===== config.mk =====
export PLATFORM = sky130hd
export DESIGN_NAME = alu_result_stage
export DESIGN_NICKNAME = d
export VERILOG_FILES = /design/src/rtl/alu_result_stage.sv
export SDC_FILE = /design/constraint.sdc
export NUM_CORES = 1
export LEC_CHECK = 0
export ABC_CLOCK_PERIOD_IN_PS = 2950
export CORE_MARGIN = 4
export CORE_UTILIZATION = 35
export CTS_CLUSTER_SIZE = 30
export DETAILED_ROUTE_END_ITERATION = 8
export PLACE_DENSITY = 0.67
export SETUP_SLACK_MARGIN = 0.1
export SLEW_MARGIN = 20
export SYNTH_ARGS = -nofsm -noshare
export SYNTH_HDL_FRONTEND = slang
export SYNTH_SLANG_ARGS = --single-unit

===== constraint.sdc =====
create_clock -name clk -period 2.95 [get_ports clk]
set_input_delay 0.295 -clock clk [delete_from_list [all_inputs] [get_ports clk]]
set_output_delay 0.295 -clock clk [all_outputs]
set_load 0.03 [all_outputs]

===== src/rtl/alu_result_stage.sv =====
// Registered output stage of the 32-bit ALU: captures the muxed result through
// a valid/ready handshake, derives status flags at capture time, and buffers up
// to two results in a head/tail skid FIFO. Also counts completed results.
module alu_result_stage #(
    parameter int WIDTH = 32,
    parameter int CNT_W = 16
) (
    input  logic              clk,
    input  logic              rst,
    input  logic              in_valid,
    output logic              in_ready,
    input  logic [WIDTH-1:0]  in_result,
    input  logic [1:0]        in_sel,
    input  logic              in_carry,
    input  logic              in_ovf,
    output logic              out_valid,
    input  logic              out_ready,
    output logic [WIDTH-1:0]  out_result,
    output logic [1:0]        out_sel,
    output logic              out_zero,
    output logic              out_neg,
    output logic              out_carry,
    output logic              out_ovf,
    output logic [CNT_W-1:0]  done_count
);

    typedef struct packed {
        logic [WIDTH-1:0] result;
        logic [1:0]       sel;
        logic             zero;
        logic             neg;
        logic             carry;
        logic             ovf;
    } entry_t;

    entry_t     head;
    entry_t     tail;
    entry_t     new_entry;
    logic [1:0] count;
    logic       push;
    logic       pop;

    // Ready depends only on registered occupancy, never on out_ready.
    assign in_ready  = (count != 2'd2) & ~rst;
    assign out_valid = (count != 2'd0);
    assign push      = in_valid & in_ready;
    assign pop       = out_valid & out_ready;

    // Flag derivation for the incoming result; carry only meaningful for
    // arith/shift, overflow only for arith.
    always_comb begin
        new_entry        = '0;
        new_entry.result = in_result;
        new_entry.sel    = in_sel;
        new_entry.zero   = (in_result == '0);
        new_entry.neg    = in_result[WIDTH-1];
        new_entry.carry  = ((in_sel == 2'b00) || (in_sel == 2'b10)) ? in_carry : 1'b0;
        new_entry.ovf    = (in_sel == 2'b00) ? in_ovf : 1'b0;
    end

    // FIFO storage, occupancy and completed-result counter.
    always_ff @(posedge clk) begin
        if (rst) begin
            count      <= '0;
            head       <= '0;
            tail       <= '0;
            done_count <= '0;
        end else begin
            case ({push, pop})
                2'b10: begin
                    if (count == 2'd0)
                        head <= new_entry;
                    else
                        tail <= new_entry;
                    count <= count + 2'd1;
                end
                2'b01: begin
                    if (count == 2'd2)
                        head <= tail;
                    count <= count - 2'd1;
                end
                // Simultaneous push/pop only occurs with one entry held
                // (full blocks push), so the new entry becomes the head.
                2'b11: head <= new_entry;
                default: ;
            endcase
            if (pop)
                done_count <= done_count + CNT_W'(1);
        end
    end

    // Head entry drives the outputs; holds last popped value when empty.
    always_comb begin
        out_result = head.result;
        out_sel    = head.sel;
        out_zero   = head.zero;
        out_neg    = head.neg;
        out_carry  = head.carry;
        out_ovf    = head.ovf;
    end

endmodule


=== Yosys cells after proc, flatten, opt, wreduce, memory -nomap -nowiden ===
Index checks and enable logic that the tools add are counted.

* Bits in registers: 94
* Output and inout bits: 56
* Word-level logic and storage cells: 45

* $add $sub $neg: 3
* Eq/ne operators: 8
* Mux-type cells: 6
* Bitwise operators: 5
* Reductions and logical operators: 9

{| class="wikitable"
|+ Operators with widths
! cell !! count
|-
| 38-bit one-hot mux with 3 select lines || 1
|-
| 38-bit two-way mux || 2
|-
| 32-bit zero test || 1
|-
| 16-bit by 1-bit adder with 16-bit output, second input constant || 1
|-
| 2-bit equality test, second input constant || 4
|-
| 2-bit inequality test, second input constant || 3
|-
| 2-bit zero test || 2
|-
| 2-bit one-hot mux with 2 select lines || 1
|-
| 2-bit nonzero test || 2
|-
| 1-bit AND || 3
|-
| 3-bit AND reduction || 1
|-
| 3-bit nonzero test || 1
|-
| 2-bit by 1-bit adder with 2-bit output, second input constant || 1
|-
| 2-bit by 1-bit equality test with 1-bit output, second input constant || 1
|-
| 1-bit two-way mux || 2
|-
| 1-bit inverter || 2
|-
| 2-bit AND reduction || 1
|-
| 2-bit by 1-bit subtractor with 2-bit output, second input constant || 1
|-
| 1-bit logical OR || 1
|}

=== Logic depth before layout (Yosys ltp) ===
Gate-level depths: netlist of the first run.

* Word-level depth: 6
* Gate-level depth with buffers: 12
* Gate-level depth less buffers: 9

=== Worst setup path before layout of the first run ===
Ideal clock, no wire load.

* Kind: input port to flip-flop
* Start point: input rst
* End point: register head (netlist bit out_result[31])
* Library setup time: 0.081 ns
* Arrival time: 2.678 ns
* Required time: 2.869 ns
* Path slack: 0.191 ns
* Stages: 12
* Cells stage by stage: clkbuf_1 > clkbuf_1 > a21oi_1 > nand2_1 > ha_1 > buf_2 > mux2_4 > o31ai_4 > buf_6 > buf_6 > nor2_1 > a211oi_2

* Cells in the longest elaborated chain, start to end: 6
* Elaborated cells on any way between the ends: 11
* Classes of those cells: eq/ne (5); mux (1); bitwise (3); reduce/logical (2)

{| class="wikitable"
|+ RTL lines
! item !! RTL line !! source
|-
| start, declared || 9 || <nowiki>input logic rst,</nowiki>
|-
| 1-bit inverter (*) || 44 || <nowiki>assign in_ready = (count != 2'd2) & ~rst;</nowiki>
|-
| 1-bit AND (*) || 44 ||
|-
| via in_ready || 11 || <nowiki>output logic in_ready,</nowiki>
|-
| 1-bit AND (*) || 46 || <nowiki>assign push = in_valid & in_ready;</nowiki>
|-
| 2-bit by 1-bit equality test with 1-bit output / 2-bit equality test (equally long branches) || 69 || <nowiki>case ({push, pop})</nowiki>
|-
| 2-bit inequality test (no source line) / 3-bit nonzero test (equally long branches) || n/a ||
|-
| 3-bit AND reduction (no source line) || n/a ||
|-
| end signal, assigned || 72 || <nowiki>head <= new_entry;</nowiki>
|-
| end signal, assigned || 79 || <nowiki>head <= tail;</nowiki>
|-
| end signal, assigned || 84 || <nowiki>2'b11: head <= new_entry;</nowiki>
|-
| end, declared || 36 || <nowiki>entry_t head;</nowiki>
|}

The timed path passes the listed nets; every way through them passes the cells marked *.
A chain may end at the register's enable or synchronous reset.

=== Worst setup path after layout of the first run ===
* Start point: register count[1]
* End point: register head (netlist bit out_result[2])

* Elaborated cells on any way between the ends: 15
* Classes of those cells: eq/ne (7); mux (1); bitwise (3); reduce/logical (4)

{| class="wikitable"
|+ RTL lines
! item !! RTL line !! source
|-
| start, declared || 39 || <nowiki>logic [1:0] count;</nowiki>
|-
| start signal, assigned || 75 || <nowiki>count <= count + 2'd1;</nowiki>
|-
| start signal, assigned || 80 || <nowiki>count <= count - 2'd1;</nowiki>
|-
| 2-bit nonzero test (*) || 45 || <nowiki>assign out_valid = (count != 2'd0);</nowiki>
|-
| 1-bit AND (*) || 47 || <nowiki>assign pop = out_valid & out_ready;</nowiki>
|-
| via pop || 41 || <nowiki>logic pop;</nowiki>
|-
| 2-bit by 1-bit equality test with 1-bit output / 2-bit equality test (equally long branches) || 69 ||
|-
| 2-bit inequality test (no source line) / 3-bit nonzero test (equally long branches) || n/a ||
|-
| 3-bit AND reduction (no source line) || n/a ||
|}

Marks and branches as above.

==> flow_metrics.env, run 1 <==
export IMPL_grt_max_degree=61
export IMPL_async_flop_share_pct=0
export IMPL_power_density_nw_per_um2=999
export IMPL_min_path_cells=2
export IMPL_post_cts_buffers=0
export IMPL_finalCritPeriodShare_pct=86.7
export IMPL_grt_first_pass_wirelength_um=16000
export IMPL_cts_resized=0
export IMPL_synth_seq_cells=92
export IMPL_startpoint_type="register"
export IMPL_dp_cells=657
export IMPL_fin_skew_ps=4.92
export IMPL_grt_overflow_total=0
export IMPL_synth_top_flop_cell="dfxtp_1"
export IMPL_worst_pin_slew_ps=1070
export IMPL_p_leak_nw=1.85
export IMPL_synthToLayoutAreaGrowth_pct=33.5
export IMPL_rows=39
export IMPL_root_buffer="clkbuf_16"
export IMPL_avgViaCountPerCell=5.01
export IMPL_drc=0
export IMPL_end_kind="register"
export IMPL_place_port_buffers=95
export IMPL_grt_total_usage_pct=15.1
export IMPL_tns_ps=0
export IMPL_yosysWarnings=0
export IMPL_grt_pass1_vias=3279
export IMPL_io_pins=96
export IMPL_cts_clk_slew_worst_paths_ps=60
export IMPL_layout_min_cycle_time_ps=2560
export IMPL_place_congestion=0.849
export IMPL_antenna_found_initial=0
export IMPL_cts_hold_buf=0
export IMPL_max_slew_margin_rel_pct=28.3
export IMPL_worst_ep_arrival_time_ps=2810
export IMPL_critical_path_required_ps=3200
export IMPL_stdcell_count=673
export IMPL_clk_latency_ps=340
export IMPL_synth_distinct_cells=39
export IMPL_fill_cells=1110
export IMPL_drv_cap=0
export IMPL_hold_class="reg2reg"
export IMPL_reg2reg_depth=9
export IMPL_hold_viol_final=0
export IMPL_synth_avg_cell_area_um2=9.17
export IMPL_area_sequential_um2=1840
export IMPL_start_util_pct=35.6
export IMPL_drtPass1Iterations=4
export IMPL_critPathMaxFanout=32
export IMPL_routed_wl_um=9980
export IMPL_clk_path_buf_depth=2
export IMPL_finalSetupViolations=0
export IMPL_synth_edff_count=0
export IMPL_drive_gt1_share_pct=12.3
export IMPL_ir_drop_v=0.000573
export IMPL_layout_commonest_cell="clkdlybuf4s50_1"
export IMPL_seq_area_frac_synth_pct=45.3
export IMPL_coreArea_um2=11400
export IMPL_cts_tree="done"
export IMPL_ff2ff_setup_slack_ps=390
export IMPL_diodes=0
export IMPL_drtIter0Drc=165
export IMPL_cts_sinks=92
export IMPL_nNetsFinal=569
export IMPL_die_x_um=116
export IMPL_synthesis_nets=488
export IMPL_fp_dieH_um=116
export IMPL_rsz0062_at_grt="false"
export IMPL_finalMaxSlewViolations=0
export IMPL_status="finished, final reports clean"
export IMPL_fmax_mhz=391
export IMPL_h_tree_depth=3
export IMPL_syn_area_um2=4070
export IMPL_crit_type="reg2reg"
export IMPL_synth_cells=444
export IMPL_die_area_um2=13400
export IMPL_hpwlAfterDp_um=6900
export IMPL_routed_via_count=3373
export IMPL_final_cell_mix="94 x clkdlybuf4s50_1, 92 x dfxtp_1, 77 x nand2_1"
export IMPL_postRouteAntennaNets=0
export IMPL_cts_made_buffers=9
export IMPL_multi_input_area_um2=2040
export IMPL_wl_per_cell_um=14.8
-- metrics by stage --
stage / hold slack (ps) / total power [W] / cell area [µm²] / utilization [%] / setup slack, ps
detailed placement: 447 / 0.00428 / 5120 / 44.8 / 193
global placement: 441 / 0.00422 / 5120 / 44.8 / 312
CTS: 455 / 0.00549 / 5440 / 47.6 / 380
global route: 471 / 0.00573 / 5440 / 47.6 / 135
finish: 453 / 0.00543 / 5440 / 47.6 / 391
floorplan: 431 / 0.00349 / 4070 / - / 191
-- cell usage after synthesis, types with 2 or more instances --
master     n  area, µm²
dfxtp_1   92       1840
nand2_1   77        289
nor2_1    55        206
a21oi_1   41        205
mux2i_1   35        350
a211oi_2  30        375
clkbuf_1  17       63.8
nor4_1     8       50.1
xnor2_1    8       70.1
xor2_1     7       61.3
a211oi_1   6       45.0
buf_4      6       45.0
nand4_1    6       37.5
buf_2      5       25.0
nand3_1    5       25.0
buf_6      4       45.0
ha_1       4       50.1
inv_1      4       15.0
and2_1     3       18.8
buf_1      3       11.3
nor4b_1    3       26.3
mux2_1     2       22.5
nor2b_1    2       12.5
nor3_1     2       10.0
nor3b_1    2       15.0
o21ai_0    2       10.0
or2_2      2       12.5
or3_1      2       12.5
-- area by class of cell --
class | count | area share [%]
clock buffer | 13 | 4.97
clock inverter | 3 | 0.806
inverter | 4 | 0.276
multi-input combinational | 313 | 37.5
sequential | 92 | 33.9
tap | 143 | 3.29
timing repair buffer | 105 | 19.3
-- metal layers --
| layer | GRT usage (%) | up-vias | part of all wire [%] |
|---|---|---|---|
| met5 | 0 | - | 0 |
| met4 | 4.25 | 0 | 0.86 |
| met3 | 5.54 | 8 | 6.7 |
| met2 | 25.6 | 82 | 48 |
| met1 | 17.9 | 1595 | 44 |
| li1 | - | 1688 | - |
-- flip-flops by register name, indices dropped and copies added, names as in the netlist --
| name | count |
|---|---|
| out_ovf | 1 |
| out_zero | 1 |
| count | 2 |
| out_result | 32 |
| out_sel | 2 |
| done_count | 16 |
| tail | 37 |
| out_carry | 1 |
-- power breakdown --
group,switching [W],total [W],internal [W]
logic,0.00148,0.00252,0.00104
clock network,0.000471,0.00120,0.000726
registers,0.000169,0.00171,0.00155
-- worst max-delay path: stages (launching register included) --
cell and delay, ps:
dfxtp_1 350, o21ai_2 380, inv_1 180, ha_2 250
mux2_4 280, o31ai_4 210, buf_12 240, buf_4 270
nor2_1 80, a211oi_2 220
-- cell families after synthesis --
logic type / share of synthesized area (%)
flops: 45.3
xor+xnor: 3.23
mux: 9.53
buf+inv: 5.04
compound gates: 17.0
fa+ha+maj: 1.23
simple gates: 18.8
-- worst paths after layout --
path | startpoint | end
worst max-delay path | count[1] | out_result[2]
worst min-delay path | tail[5] | tail[5]
worst max register to register | count[1] | out_result[2]
worst min register to register | tail[5] | tail[5]
Power figures use the tool's default switching activity.
==> inputs of run 2 (changes only) <==
--- a/config.mk
+++ b/config.mk
@@ -10,6 +10,7 @@
 export CORE_UTILIZATION = 35
 export CTS_CLUSTER_SIZE = 30
 export DETAILED_ROUTE_END_ITERATION = 8
+export GPL_ROUTABILITY_DRIVEN = 0
 export PLACE_DENSITY = 0.67
 export SETUP_SLACK_MARGIN = 0.1
 export SLEW_MARGIN = 20
==> results of run 2 <==
Final layout, timing and power as in run 1 (identical DEF).
